### config.mk
export PLATFORM = sky130hd
export DESIGN_NAME = fpu_add_sched
export DESIGN_NICKNAME = d
export VERILOG_FILES = /design/src/rtl/fpu_add_sched.sv
export SDC_FILE = /design/constraint.sdc
export NUM_CORES = 1
export LEC_CHECK = 0
export CORE_UTILIZATION = 45
export CTS_CLUSTER_DIAMETER = 200
export DETAILED_ROUTE_END_ITERATION = 10
export PLACE_DENSITY = 0.84
export RECOVER_POWER = 25
export SYNTH_ARGS = -nofsm -noshare
export SYNTH_HDL_FRONTEND = slang
export SYNTH_SLANG_ARGS = --single-unit
### constraint.sdc
create_clock -name clk -period 3.1 [get_ports clk]
set_input_delay 0.62 -clock clk [delete_from_list [all_inputs] [get_ports clk]]
set_output_delay 0.62 -clock clk [all_outputs]
set_load 0.01 [all_outputs]
### src/rtl/fpu_add_sched.sv
// Round-robin scheduler and two-stage pipeline wrapper around a combinational FP32 adder.
// Handles FSUB sign flip, dynamic rounding mode and NaN/infinity operands the adder ignores.
module fpu_add_sched #(
    parameter int FP_SIZE = 32,
    parameter int RM_W    = 3,
    parameter int TAG_W   = 5
) (
    input  logic               clk,
    input  logic               reset,
    input  logic [RM_W-1:0]    frm,
    input  logic               req0_valid,
    output logic               req0_ready,
    input  logic               req0_op,
    input  logic [RM_W-1:0]    req0_rm,
    input  logic [FP_SIZE-1:0] req0_a,
    input  logic [FP_SIZE-1:0] req0_b,
    input  logic [TAG_W-1:0]   req0_tag,
    input  logic               req1_valid,
    output logic               req1_ready,
    input  logic               req1_op,
    input  logic [RM_W-1:0]    req1_rm,
    input  logic [FP_SIZE-1:0] req1_a,
    input  logic [FP_SIZE-1:0] req1_b,
    input  logic [TAG_W-1:0]   req1_tag,
    output logic [RM_W-1:0]    add_rm,
    output logic [FP_SIZE-1:0] add_a,
    output logic [FP_SIZE-1:0] add_b,
    input  logic [FP_SIZE-1:0] add_out,
    output logic               rsp_valid,
    input  logic               rsp_ready,
    output logic [FP_SIZE-1:0] rsp_data,
    output logic [TAG_W-1:0]   rsp_tag,
    output logic               rsp_src,
    output logic [15:0]        rsp_count
);
    localparam int EXP_W = 8;
    localparam int MAN_W = FP_SIZE - 1 - EXP_W;
    localparam logic [FP_SIZE-1:0] QNAN = FP_SIZE'(32'h7FC0_0000);

    logic               s1_valid_q, s1_src_q, s1_special_q;
    logic [RM_W-1:0]    s1_rm_q;
    logic [FP_SIZE-1:0] s1_a_q, s1_b_q, s1_spval_q;
    logic [TAG_W-1:0]   s1_tag_q;
    logic               s2_valid_q, s2_src_q;
    logic [FP_SIZE-1:0] s2_data_q;
    logic [TAG_W-1:0]   s2_tag_q;
    logic [15:0]        cnt_q;
    logic               last_grant_q;

    logic               s2_free, can_accept, grant0, grant1, accept, sel;
    logic               s1_xfer, rsp_fire;
    logic               op_sel;
    logic [RM_W-1:0]    rm_sel, rm_d;
    logic [FP_SIZE-1:0] a_d, b_sel, b_d, spval_d, s2_data_d;
    logic [TAG_W-1:0]   tag_d;
    logic               spec_d;
    logic               a_exp1, b_exp1, a_man0, b_man0, a_nan, b_nan, a_inf, b_inf;

    assign s2_free    = !s2_valid_q | rsp_ready;
    assign can_accept = !s1_valid_q | s2_free;
    // On a tie the requester that did not win last time gets the slot.
    assign grant0     = req0_valid & (!req1_valid | last_grant_q);
    assign grant1     = req1_valid & (!req0_valid | !last_grant_q);
    assign req0_ready = !reset & can_accept & grant0;
    assign req1_ready = !reset & can_accept & grant1;
    assign accept     = req0_ready | req1_ready;
    assign sel        = req1_ready;
    assign s1_xfer    = s1_valid_q & s2_free;
    assign rsp_fire   = s2_valid_q & rsp_ready;

    always_comb begin
        op_sel = req0_op;
        rm_sel = req0_rm;
        a_d    = req0_a;
        b_sel  = req0_b;
        tag_d  = req0_tag;
        if (sel) begin
            op_sel = req1_op;
            rm_sel = req1_rm;
            a_d    = req1_a;
            b_sel  = req1_b;
            tag_d  = req1_tag;
        end
    end

    assign b_d  = op_sel ? {~b_sel[FP_SIZE-1], b_sel[FP_SIZE-2:0]} : b_sel;
    assign rm_d = (&rm_sel) ? frm : rm_sel;

    assign a_exp1 = &a_d[FP_SIZE-2 -: EXP_W];
    assign b_exp1 = &b_d[FP_SIZE-2 -: EXP_W];
    assign a_man0 = ~|a_d[MAN_W-1:0];
    assign b_man0 = ~|b_d[MAN_W-1:0];
    assign a_nan  = a_exp1 & !a_man0;
    assign b_nan  = b_exp1 & !b_man0;
    assign a_inf  = a_exp1 & a_man0;
    assign b_inf  = b_exp1 & b_man0;

    // Specials are resolved on the sign-flipped operand, so inf - inf becomes opposite-sign infinities.
    always_comb begin
        spec_d  = 1'b0;
        spval_d = '0;
        if (a_nan | b_nan | (a_inf & b_inf & (a_d[FP_SIZE-1] ^ b_d[FP_SIZE-1]))) begin
            spec_d  = 1'b1;
            spval_d = QNAN;
        end else if (a_inf) begin
            spec_d  = 1'b1;
            spval_d = a_d;
        end else if (b_inf) begin
            spec_d  = 1'b1;
            spval_d = b_d;
        end
    end

    assign s2_data_d = s1_special_q ? s1_spval_q : add_out;

    always_ff @(posedge clk) begin
        if (reset) begin
            s1_valid_q   <= 1'b0;
            s1_src_q     <= 1'b0;
            s1_special_q <= 1'b0;
            s1_rm_q      <= '0;
            s1_a_q       <= '0;
            s1_b_q       <= '0;
            s1_spval_q   <= '0;
            s1_tag_q     <= '0;
            last_grant_q <= 1'b1;
        end else if (accept) begin
            s1_valid_q   <= 1'b1;
            s1_src_q     <= sel;
            s1_special_q <= spec_d;
            s1_rm_q      <= rm_d;
            s1_a_q       <= a_d;
            s1_b_q       <= b_d;
            s1_spval_q   <= spval_d;
            s1_tag_q     <= tag_d;
            last_grant_q <= sel;
        end else if (s1_xfer) begin
            s1_valid_q   <= 1'b0;
        end
    end

    always_ff @(posedge clk) begin
        if (reset) begin
            s2_valid_q <= 1'b0;
            s2_data_q  <= '0;
            s2_tag_q   <= '0;
            s2_src_q   <= 1'b0;
        end else if (s1_xfer) begin
            s2_valid_q <= 1'b1;
            s2_data_q  <= s2_data_d;
            s2_tag_q   <= s1_tag_q;
            s2_src_q   <= s1_src_q;
        end else if (rsp_fire) begin
            s2_valid_q <= 1'b0;
        end
    end

    always_ff @(posedge clk) begin
        if (reset)         cnt_q <= '0;
        else if (rsp_fire) cnt_q <= cnt_q + 16'd1;
    end

    assign add_a     = s1_a_q;
    assign add_b     = s1_b_q;
    assign add_rm    = s1_rm_q;
    assign rsp_valid = s2_valid_q;
    assign rsp_data  = s2_data_q;
    assign rsp_tag   = s2_tag_q;
    assign rsp_src   = s2_src_q;
    assign rsp_count = cnt_q;
endmodule

After elaboration in Yosys (flattened, before gate mapping)
Index checks and enable logic that the tools add are counted.
Word-level totals
  register bits: 163
  input bits: 186
  output and inout port bits: 124
  word-level logic and storage cells: 70
Operators by class
  add/sub/neg operators: 1
  mux-type cells: 18
  bitwise gates (word level): 22
  reductions and logical operators: 15
Operators with widths (number)
  32-bit 2-to-1 mux: 7
  23-bit OR reduction: 2
  16-bit by 1-bit adder with 16-bit output (second input constant): 1
  8-bit AND reduction: 2
  1-bit bitwise AND: 13
  1-bit zero test: 8
  1-bit 2-to-1 mux: 8
  1-bit bitwise OR: 7
  3-bit 2-to-1 mux: 2
  5-bit 2-to-1 mux: 1
  2-bit nonzero test: 2
  3-bit AND reduction: 1
  1-bit inverter: 1
  1-bit XOR: 1

Logic depth before layout (Yosys ltp)
  depth in word-level cells: 15
  mapped depth: 9
  gate-level depth less buffers: 7

Worst setup path after synthesis
OpenSTA, ideal clock, no wires.
  kind: input to register
  start point: input reset
  end point: register s1_spval_q[31]
  setup time: 0.133 ns
  arrival time: 1.907 ns
  data required time: 2.967 ns
  path slack: 1.060 ns
  cell stages on the path: 8
  buffers on the path: 1
  cells stage by stage: buf_2 inv_2 nand3_4 inv_2 a21oi_1 or3_1 a32oi_1 a311oi_1
On the way
  longest elaborated chain between the ends: 12
  elaborated cells between the ends (all ways): 28
  those cells by class: mux: 7; bitwise: 14; reduce/logical: 7
RTL lines
  start: declaration: RTL line 9  | input logic reset,
  1-bit zero test (*): RTL line 65  | assign req1_ready = !reset & can_accept & grant1;
  1-bit bitwise AND (*) (2 in a row): RTL line 65
  named net req1_ready: RTL line 19  | output logic req1_ready,
  32-bit 2-to-1 mux: RTL line 77  | if (sel) begin
  32-bit 2-to-1 mux: RTL line 86  | assign b_d = op_sel ? {~b_sel[FP_SIZE-1], b_sel[FP_SIZE-2:0]} : b_sel;
  23-bit OR reduction: RTL line 92  | assign b_man0 = ~|b_d[MAN_W-1:0];
  1-bit zero test: RTL line 92
  1-bit bitwise AND: RTL line 96  | assign b_inf = b_exp1 & b_man0;
  1-bit bitwise AND (2 in a row): RTL line 102  | if (a_nan | b_nan | (a_inf & b_inf & (a_d[FP_SIZE-1] ^ b_d[FP_SIZE-1]))) begin
  1-bit bitwise OR: RTL line 102
  32-bit 2-to-1 mux: RTL line 102
  end signal: assignment: RTL line 134  | s1_spval_q <= spval_d;
  end: declaration: RTL line 42  | logic [FP_SIZE-1:0] s1_a_q, s1_b_q, s1_spval_q;
The timed path passes the listed nets; every way through them passes the cells marked *.
A chain may end at the register's enable or synchronous reset.

Final worst setup path
  start point: input req0_valid
  end point: output req1_ready
On the way
  longest elaborated chain between the ends: 4
RTL lines
  start: declaration: RTL line 11  | input logic req0_valid,
  1-bit zero test: RTL line 63  | assign grant1 = req1_valid & (!req0_valid | !last_grant_q);
  1-bit bitwise OR: RTL line 63
  1-bit bitwise AND: RTL line 63
  1-bit bitwise AND: RTL line 65
  end: declaration: RTL line 19
No other way between the ends.

==> metrics.md <==
| Metric | Value |
|---|---|
| Status | finished, violations left |
| Failing checks | capacitance limit, slew limit |
| Startpoint Class | input port |
| PostCTS Resize Cnt | 0 |
| Final Non-Filler Cells | 1293 |
| Post-route cell area | 10700 um2 |
| I/O pin count | 310 |
| Initial antenna violation count | 2 |
| WP data arrival | 2260 ps |
| Async SR Flop Fraction | 0% |
| R2R Setup Slk | 930 ps |
| GRT Residual Overflow | 0 |
| Synth warnings | 0 |
| Avg Cell Area, Syn | 8.46 um2 |
| Total CTS buffers | 17 |
| Worst VDD drop | 0.413 mV |
| Number of synthesized flops with an enable pin | 0 |
| Area contributors post-synth | dfxtp_1 (47%), nand2_1 (9.6%), a311oi_1 (8.9%) |
| Syn nets | 1005 |
| Hold Startpoint | reset |
| Post-synthesis xor/xnor area fraction | 1.77% |
| Post-DRT Antenna Nets | 0 |
| Post-DP HPWL | 16.3 mm |
| Clk_lat worst skew | 420 ps |
| Row count | 44 |
| Core footprint | 14800 um2 |
| Synth area leader | dfxtp_1 |
| Clk sinks | 163 |
| Vias in the first global route | 6829 |
| First-pass GRT wire length | 34.7 mm |
| Max Freq | 0.347 GHz |
| Final Max Slew Viols | 74 |
| Ys flop type | dfxtp_1 |
| Hold Path Class | input port to flip-flop |
| Worst-path clk slew | 60 ps |
| Reg2reg start | s1_valid_q$_SDFFE_PP0P_ |
| Largest family of logic cells by synthesized area | simple AND/OR/NAND/NOR gates |
| WL met3 | 1.73 mm |
| Synth Area in Compound Gates | 16.8% |
| Sum of negative setup slack | 0 ps |
| Post-CTS Hold Fix Bufs | 0 |
| Gate count after technology mapping | 818 |
| Seq/Total Area, Yosys | 47.2% |
| RR Endpoint | s1_spval_q[30]$_SDFFE_PP0P_ |
| Met2 wire length | 11.1 mm |
| Die H | 126 um |
| Total wire length | 22.5 mm |
| Max-Cap Viols | 1 |
| Largest net degree at the start of global routing | 74 |
| CTS max path bufs | 2 |
| Critical-path maximum fanout | 9 |
| Max Used Layer | met5 |
| Synthesized area | 6920 um2 |
| Clock skew | 7.13 ps |
| LEAKAGE | 3.96 nW |
| H-tree levels | 4 |
| I/O Buffers | 309 |
| Relative slew slack | -1.87% |
| CTS tree | yes |
| Via density | 5.58 |
| First DRT Iteration DRCs | 403 |
| Root buffer cell | clkbuf_16 |
| Placed Cells | 1260 |
| Post-synth top area share | 47.2% |
| Worst Hold Path Cells | 3 |
| Yosys reg bits | 163 |
| Adder-cell area share of the yosys netlist | 0.181% |
| Share of cells above drive strength 1 | 5.32% |
| Cell depth of the worst flop-to-flop path | 6 |
| Unrepaired setup endpoints after global routing | no |
| Design Power | 5.35 mW |
| FILL cells | 1146 |
| All-layer global routing usage | 27.8% |
| Area Growth Syn to Fin | 54.3% |
| Post-synthesis mux area share | 5.57% |
| Commonest non-fill, non-tap cells in the layout | clkdlybuf4s50_1 (282), nand2_1 (177), dfxtp_1 (162) |
| Post-CTS setup repair buffer count | 0 |
| Synth cell types | 43 |
| Die area | 15900 um2 |
| Vias | 7218 |
| Nets | 1282 |
| Final setup violation count | 0 |
| Power Density | 501 nW/um2 |
| First-pass DRT Iterations | 5 |
| Placed standard-cell area | 10100 um2 |
| WS Path Type | input port to output port |
| Worst endpoint required time | 2480 ps |
| WL met1 | 8.91 mm |
| Routability congestion estimate | 0.899 |
| Simple-Gate Fraction of Synth Area | 24.4% |
| DRC violations left | 0 |
| Routed len/inst | 17.4 um |
| Commonest non-fill, non-tap cell in the layout | clkdlybuf4s50_1 |
| Width of the chip | 126 um |
| Worst-margin pin slew | 1530 ps |
| Starting Density | 46.9% |
| Crit share post-route | 93.0% |
| Crit path time final | 2880 ps |
| Hold Path End | last_grant_q$_SDFFE_PP1P_ |
| Critical Path End Type | output port |
| Final hold violations | 0 |
[layout make-up]
class	count	area (um2)	share of cell area [%]
multi-input cells	586	3380	31.7
well taps	184	230	2.16
clock buffers	19	443	4.15
repair buffers	322	3190	29.9
diodes	1	2.50	0.0234
flip-flops and latches	163	3260	30.6
clock inverters	13	149	1.39
inverters	5	18.8	0.176
[cell families (layout without fill, tap and decap cells)]
logic type	after synthesis	after routing
adders and majority gates	1	1
xor gates and xnor gates	14	14
buffers and inverters	69	359
DFF	163	163
AOI/OAI and AO/OA	150	150
muxes	38	38
and+or+nand+nor	383	383
other	0	1
[report_power, final]
group,internal [mW],switching [mW]
clock network,1.22,0.889
logic,0.522,0.410
registers,2.22,0.0872
total,3.97,1.39
[cells in the mapped netlist, drive strengths merged, types with 9 or more instances]
| cell type | instances |
|---|---|
| a311oi | 70 |
| nand2 | 177 |
| or3 | 9 |
| clkbuf | 46 |
| buf | 18 |
| nand4 | 17 |
| xor2 | 11 |
| nor4 | 20 |
| dfxtp | 163 |
| mux2i | 37 |
| o21a | 9 |
| a211oi | 33 |
| a21oi | 19 |
| and3 | 25 |
| nor2 | 119 |
[per-layer routing]
| layer | up-vias | track usage (%) |
|---|---|---|
| li1 | 3486 | - |
| met1 | 3340 | 30.9 |
| met3 | 57 | 8.92 |
| met5 | - | 0 |
| met4 | 2 | 13.0 |
| met2 | 333 | 48.2 |
[state kept, by name, indices dropped and copies added (netlist names)]
register	flops
add_a	32
add_b	32
rsp_data	32
s1_spval_q	32
rsp_count	16
rsp_tag	5
s1_tag_q	5
add_rm	3
last_grant_q	1
rsp_src	1
rsp_valid	1
s1_special_q	1
s1_src_q	1
s1_valid_q	1
[per-stage QoR]
step	hold WS (ps)	util (%)	setup WS, ps
2_1_floorplan	432	-	1060
3_3_place_gp	443	68.4	267
3_5_place_dp	446	68.4	223
4_1_cts	416	72.4	226
5_1_grt	423	72.4	75.9
6_report	433	72.4	217
[worst max-delay path: stages]
cell and delay [ps]:
clkdlybuf4s50_1 500, a21boi_2 280, nand3_4 120, inv_2 150, clkdlybuf4s50_1 590
[worst max-delay path by stage]
| stage | startpoint | to | slack, ps | cells after the start |
|---|---|---|---|---|
| 2_1_floorplan | reset | s1_spval_q[31]$_SDFFE_PP0P_ | 1060 | 8 |
| 3_3_place_gp | rsp_ready | s1_special_q$_SDFFE_PP0P_ | 270 | 7 |
| 3_5_place_dp | rsp_ready | s1_spval_q[30]$_SDFFE_PP0P_ | 220 | 7 |
| 4_1_cts | req0_valid | req1_ready | 230 | 5 |
| 5_1_grt | reset | rsp_data[10]$_SDFFE_PP0P_ | 80 | 4 |
| 6_report | req0_valid | req1_ready | 220 | 5 |
(Power assumes the default switching activity.)
